<file path="config.mk">
export PLATFORM = sky130hd
export DESIGN_NAME = hvac_thermostat_sequencer
export DESIGN_NICKNAME = d
export VERILOG_FILES = /design/src/rtl/hvac_thermostat_sequencer.sv
export SDC_FILE = /design/constraint.sdc
export NUM_CORES = 1
export LEC_CHECK = 0
export CAP_MARGIN = 0
export CORE_MARGIN = 3
export CORE_UTILIZATION = 55
export CTS_CLUSTER_SIZE = 30
export DETAILED_ROUTE_END_ITERATION = 7
export DONT_BUFFER_PORTS = 1
export GPL_TIMING_DRIVEN = 0
export PLACE_DENSITY_LB_ADDON = 0.05
export SYNTH_ARGS = -nofsm -noshare
export SYNTH_HDL_FRONTEND = slang
export SYNTH_SLANG_ARGS = --single-unit
</file>
<file path="constraint.sdc">
create_clock -name clk -period 7.2 [get_ports clk]
set_input_delay 1.08 -clock clk [delete_from_list [all_inputs] [get_ports clk]]
set_output_delay 1.08 -clock clk [all_outputs]
set_load 0.1 [all_outputs]
</file>
<file path="src/rtl/hvac_thermostat_sequencer.sv">
// hvac_thermostat_sequencer
// Drives the I1..I4 command pulses of HVAC_Control from temperature, setpoint
// and a user enable. It applies a hysteresis band and enforces minimum run and
// rest times through one shared down-counter. Heat and cool are never
// switched directly; every change between them passes through IDLE.

module hvac_thermostat_sequencer #(
    parameter int TEMP_W  = 8,
    parameter int HYST    = 2,
    parameter int MIN_RUN = 16,
    parameter int MIN_OFF = 16
) (
    input  logic              clk,
    input  logic              reset,
    input  logic              enable,
    input  logic [TEMP_W-1:0] temp,
    input  logic [TEMP_W-1:0] setpoint,
    output logic              cmd_on,
    output logic              cmd_heat,
    output logic              cmd_cool,
    output logic              cmd_off,
    output logic              heating,
    output logic              cooling,
    output logic              lockout
);

    // Run and rest phases never overlap, so a single counter covers both.
    localparam int TMR_MAX = (MIN_RUN > MIN_OFF) ? MIN_RUN : MIN_OFF;
    localparam int TMR_W   = $clog2(TMR_MAX + 1);

    localparam logic [TMR_W-1:0]  RUN_LOAD = TMR_W'(MIN_RUN);
    localparam logic [TMR_W-1:0]  OFF_LOAD = TMR_W'(MIN_OFF);
    localparam logic [TMR_W-1:0]  TMR_ONE  = TMR_W'(1);
    localparam logic [TEMP_W:0]   HYST_EXT = (TEMP_W + 1)'(HYST);

    typedef enum logic [1:0] {
        OFF  = 2'd0,
        IDLE = 2'd1,
        HEAT = 2'd2,
        COOL = 2'd3
    } state_t;

    state_t            state;
    logic [TMR_W-1:0]  tmr;
    logic [TEMP_W:0]   temp_ext;
    logic [TEMP_W:0]   set_ext;
    logic              cold;
    logic              hot;
    logic              tmr_done;

    // The extra top bit keeps temp+HYST and setpoint+HYST from wrapping near full scale.
    assign temp_ext = {1'b0, temp};
    assign set_ext  = {1'b0, setpoint};
    assign cold     = (temp_ext + HYST_EXT) < set_ext;
    assign hot      = temp_ext > (set_ext + HYST_EXT);
    assign tmr_done = (tmr == '0);

    // Sequencer state, shared timer and one-cycle command pulses, all updated together.
    always_ff @(posedge clk) begin
        if (reset) begin
            state    <= OFF;
            tmr      <= '0;
            cmd_on   <= 1'b0;
            cmd_heat <= 1'b0;
            cmd_cool <= 1'b0;
            cmd_off  <= 1'b0;
        end else begin
            cmd_on   <= 1'b0;
            cmd_heat <= 1'b0;
            cmd_cool <= 1'b0;
            cmd_off  <= 1'b0;
            tmr      <= tmr_done ? '0 : (tmr - TMR_ONE);

            case (state)
                OFF: begin
                    if (enable) begin
                        cmd_on <= 1'b1;
                        state  <= IDLE;
                    end
                end
                IDLE: begin
                    if (!enable) begin
                        cmd_off <= 1'b1;
                        state   <= OFF;
                    end else if (cold && tmr_done) begin
                        cmd_heat <= 1'b1;
                        state    <= HEAT;
                        tmr      <= RUN_LOAD;
                    end else if (hot && tmr_done) begin
                        cmd_cool <= 1'b1;
                        state    <= COOL;
                        tmr      <= RUN_LOAD;
                    end
                end
                HEAT: begin
                    if (tmr_done) begin
                        if (!enable) begin
                            cmd_off <= 1'b1;
                            state   <= OFF;
                            tmr     <= OFF_LOAD;
                        end else if (temp >= setpoint) begin
                            cmd_on <= 1'b1;
                            state  <= IDLE;
                            tmr    <= OFF_LOAD;
                        end
                    end
                end
                COOL: begin
                    if (tmr_done) begin
                        if (!enable) begin
                            cmd_off <= 1'b1;
                            state   <= OFF;
                            tmr     <= OFF_LOAD;
                        end else if (temp <= setpoint) begin
                            cmd_on <= 1'b1;
                            state  <= IDLE;
                            tmr    <= OFF_LOAD;
                        end
                    end
                end
                default: begin
                    state <= OFF;
                end
            endcase
        end
    end

    assign heating = (state == HEAT);
    assign cooling = (state == COOL);
    assign lockout = !tmr_done;

endmodule
</file>
After elaboration in Yosys (flattened, before gate mapping)
Cells that the tools add are included.

Flip-flop bits (word level): 11. Logic and storage cells: 68. Input bits: 19. Output and inout bits: 7.

Equality and inequality tests: 9. Mux-type cells: 35. Add/sub/neg operators: 3. Magnitude comparators: 4. Bitwise gates (word level): 2. Reductions and logical operators: 9.

Operator list (count): two-way mux 5 bit (10); two-way mux 2 bit (10); adder 8 x 2 -> 9 bit, second input constant (2); case mux 5 bit (3 select lines) (1); two-way mux 1 bit (11); > comparator 8 x 9 -> 1 bit (1); less-than comparator 9 x 8 -> 1 bit (1); greater-or-equal comparator 8 bit (1); less-or-equal comparator 8 bit (1); case mux 2 bit (4 select lines) (1); != test 3 x 2 -> 1 bit, second input constant (2); AND reduction 6 bit (1); zero test 5 bit (1); subtractor 5 x 1 -> 5 bit, second input constant (1); == test 2 bit, second input constant (2); != test 2 x 1 -> 1 bit, second input constant (2); != test 4 bit, second input constant (1); OR reduction 4 bit (1); case mux 1 bit (3 select lines) (1); OR reduction 3 bit (1); == test 2 x 1 -> 1 bit, second input constant (1); logical AND 1 bit (2); zero test 2 bit (1); != test 2 bit, second input constant (1); other kinds (4) (5).

Depth between registers and ports, before layout
Depth after elaboration: 7. Mapped depth: 11.

Least setup slack after synthesis
Ideal clock, no wire load.

Kind: in2reg. From: input port setpoint[4]. To: register tmr[4]. Data arrival time: 2.883 ns. Path slack: 4.190 ns. Required time: 7.073 ns. Stages on the path: 10. Cells stage by stage: inv_1 -> nor4_4 -> nand2_1 -> xnor2_1 -> ha_1 -> nand4_1 -> a211oi_1 -> o41ai_2 -> a21oi_1 -> or3_1.

Cells in the longest elaborated chain, start to end: 7. Elaborated cells on any way between the ends: 17. Those cells by class: add/sub: 1; order compare: 4; mux: 10; reduce/logical: 2.

RTL lines: start: declaration (line 17) `input logic [TEMP_W-1:0] setpoint,`; adder 8 x 2 -> 9 bit (line 55) `assign hot = temp_ext > (set_ext + HYST_EXT);`; > comparator 8 x 9 -> 1 bit (line 55); logical AND 1 bit (line 89) `end else if (hot && tmr_done) begin`; two-way mux 5 bit (line 89); two-way mux 5 bit (line 85) `end else if (cold && tmr_done) begin`; two-way mux 5 bit (line 82) `if (!enable) begin`; case mux 5 bit (3 select lines) (*) (line 74) `case (state)`; end signal: assignment (line 72) `tmr <= tmr_done ? '0 : (tmr - TMR_ONE);`; end: declaration (line 44) `logic [TMR_W-1:0] tmr;`.

Every way passes the cells marked *; elsewhere a longest branch is shown, timed or not. A chain may end at the register's enable or synchronous reset.

Worst setup path in the final report
Ends and elaborated chain as after synthesis.

==> out/metrics.yaml <==
tns_ps: 0
clockBufferDepth: 2
fin_area_um2: 1350
wl_um: 2650
grt_max_degree: 11
num_vias: 1083
finalNetCount: 204
setup_viol: 0
start_kind: "input pin"
cellPowerDensity_nw_per_um2: 239
initial_utilization: 0.616
finalHoldViolCount: 0
first_pass_iters: 4
htree_levels: 1
via_per_inst: 5.82
die-area_um2: 2950
cp-end-kind: "flip-flop"
grt_first_pass_wirelength_um: 4550
fmax_ghz: 0.333
clk_latency_ps: 270
root_buffer: "clkbuf_4"
die-width_um: 54.3
postCtsSetupBuffers: 0
slew-limit-headroom: 0.291
gp_congestion: 0.845
ys_seq_elements: 11
critical_path_class: "in2reg"
num_rows: 16
syn_avg_cell_area_um2: 8.27
layout.cells.non_filler: 186
arrival_ps: 3160
synthTopCellsByArea: "ha_1 24%, dfxtp_1 17%, xnor2_1 6.1%"
report.final.slew_viol_count: 0
routedWlPerCell_um: 14.2
drc_errors: 0
core-area_um2: 2080
layout-area-overhead-vs-synth_pct: 4.88
cts_sinks: 11
setup_slack_ps: 4190
synth_enable_flop_cells: 0
ios: 26
hold_path_class: "reg2reg"
cts_buffers: 3
cp.required_ps: 7360
maxCapViolCount: 0
netlist_area_um2: 1280
cts_resized: 0
antenna_found_initial: 0
synth-async-reset-ratio: 0
seq_area_frac_synth: 0.172
path_clk_slew_ps: 70
yosysUniqueCellTypes: 43
syn_nets: 199
drtIter0Drc: 18
leakagePower_nw: 0.600
synth_ff_type: "dfxtp_1"
hold_slack_ps: 437
syn_inst: 155
grt.total_usage: 0.212
portBuffers: 0
post-route-min-period_ps: 3010
place_area_um2: 1320
grt_overflow_total: 0
drive_above_1_share: 0.101
yosysTopAreaCellShare: 0.244
period_share: 0.418
postCtsHoldBufs: 0
worstMarginPinSlew_ps: 1060
outcome: "finished, final reports clean"
antenna_cells: 0
chipHeight_um: 54.3
fin_skew_ps: 5.92
grt_setup_unrepaired: "no"
pre_cts_ws_ps: 3910
yosysWarnings: 0
tritoncts: "built"
finish.utilization: 0.646
critical_path.max_fanout: 4
ir_drop_uv: 235
grt_pass1_vias: 1056
yosys.area.top_type: "ha_1"
place_inst: 182
antenna_left: 0
place_hpwl_um: 2270
p_total_mw: 0.321
-- worst max-delay path, stage by stage --
cell,delay [ps]
inv_1,80
nor4_4,320
nand2_1,110
xnor2_1,140
ha_1,300
nand4_1,130
a211oi_1,80
o41ai_2,440
a21oi_1,120
or3_1,370
-- flip-flops by register name, indices dropped and copies added, names as in the netlist --
signal,count
cmd_on,1
cmd_off,1
cmd_cool,1
cmd_heat,1
tmr,5
state,2
-- routing by layer --
layer,global-route usage,part of all wire
met1,0.295,0.52
met2,0.327,0.44
met3,0.0518,0.034
met4,0.0498,0.011
met5,0,0
-- Yosys cell counts, drive strengths merged, types with 3 or more instances --
master and n:
nand2b 3, dfxtp 11, a21oi 9, xor2 3
ha 25, nand4 3, nand2 9, o21a 3
a211oi 5, inv 15, o21ai 4, xnor2 9
nor2 16, nand3 6, nor3b 3
-- cell families after synthesis --
kind of cell,after synthesis,share of synthesized area
buffers and inverters,17,0.0507
xor gates and xnor gates,12,0.0820
AOI/OAI and AO/OA,32,0.183
muxes,1,0.00781
DFF,11,0.172
adders and majority gates,25,0.244
and+or+nand+nor,57,0.260
-- report_power, final --
part | internal (mW) | switching, mW | total, mW
Combinational | 0.0638 | 0.117 | 0.181
Sequential | 0.0741 | 0.0240 | 0.0981
Clock | 0.0215 | 0.0207 | 0.0421
-- final timing paths --
path                            depth (start not counted)  slack [ps]               endpoint         startpoint
worst min-delay path                                    1         440      tmr[0]$_SDFF_PP0_  tmr[0]$_SDFF_PP0_
worst min register to register                          1         440      tmr[0]$_SDFF_PP0_  tmr[0]$_SDFF_PP0_
worst max-delay path                                   10        4190      tmr[4]$_SDFF_PP0_        setpoint[4]
worst max register to register                          8        5240  state[1]$_SDFFE_PP0P_  tmr[0]$_SDFF_PP0_
-- layout by cell type, fill, tap and decap left out, drive strengths merged, types with 3 or more instances in the layout --
| master | instances |
|---|---|
| o21a | 3 |
| xnor2 | 9 |
| xor2 | 3 |
| nor2 | 16 |
| o21ai | 4 |
| clkbuf | 5 |
| ha | 25 |
| a211oi | 5 |
| nand3 | 6 |
| nand2b | 3 |
| nor3b | 3 |
| dfxtp | 11 |
| nand2 | 9 |
| inv | 15 |
| a21oi | 9 |
| nand4 | 3 |
-- final cells by class --
type                    count  area [um2]
plain buffers               2        8.76
inverters                  15        56.3
well taps                  27        33.8
multi-input cells         127        1000
clock buffers               4        26.3
flip-flops and latches     11         220
fillers                   186         737
(Power assumes the default switching activity.)
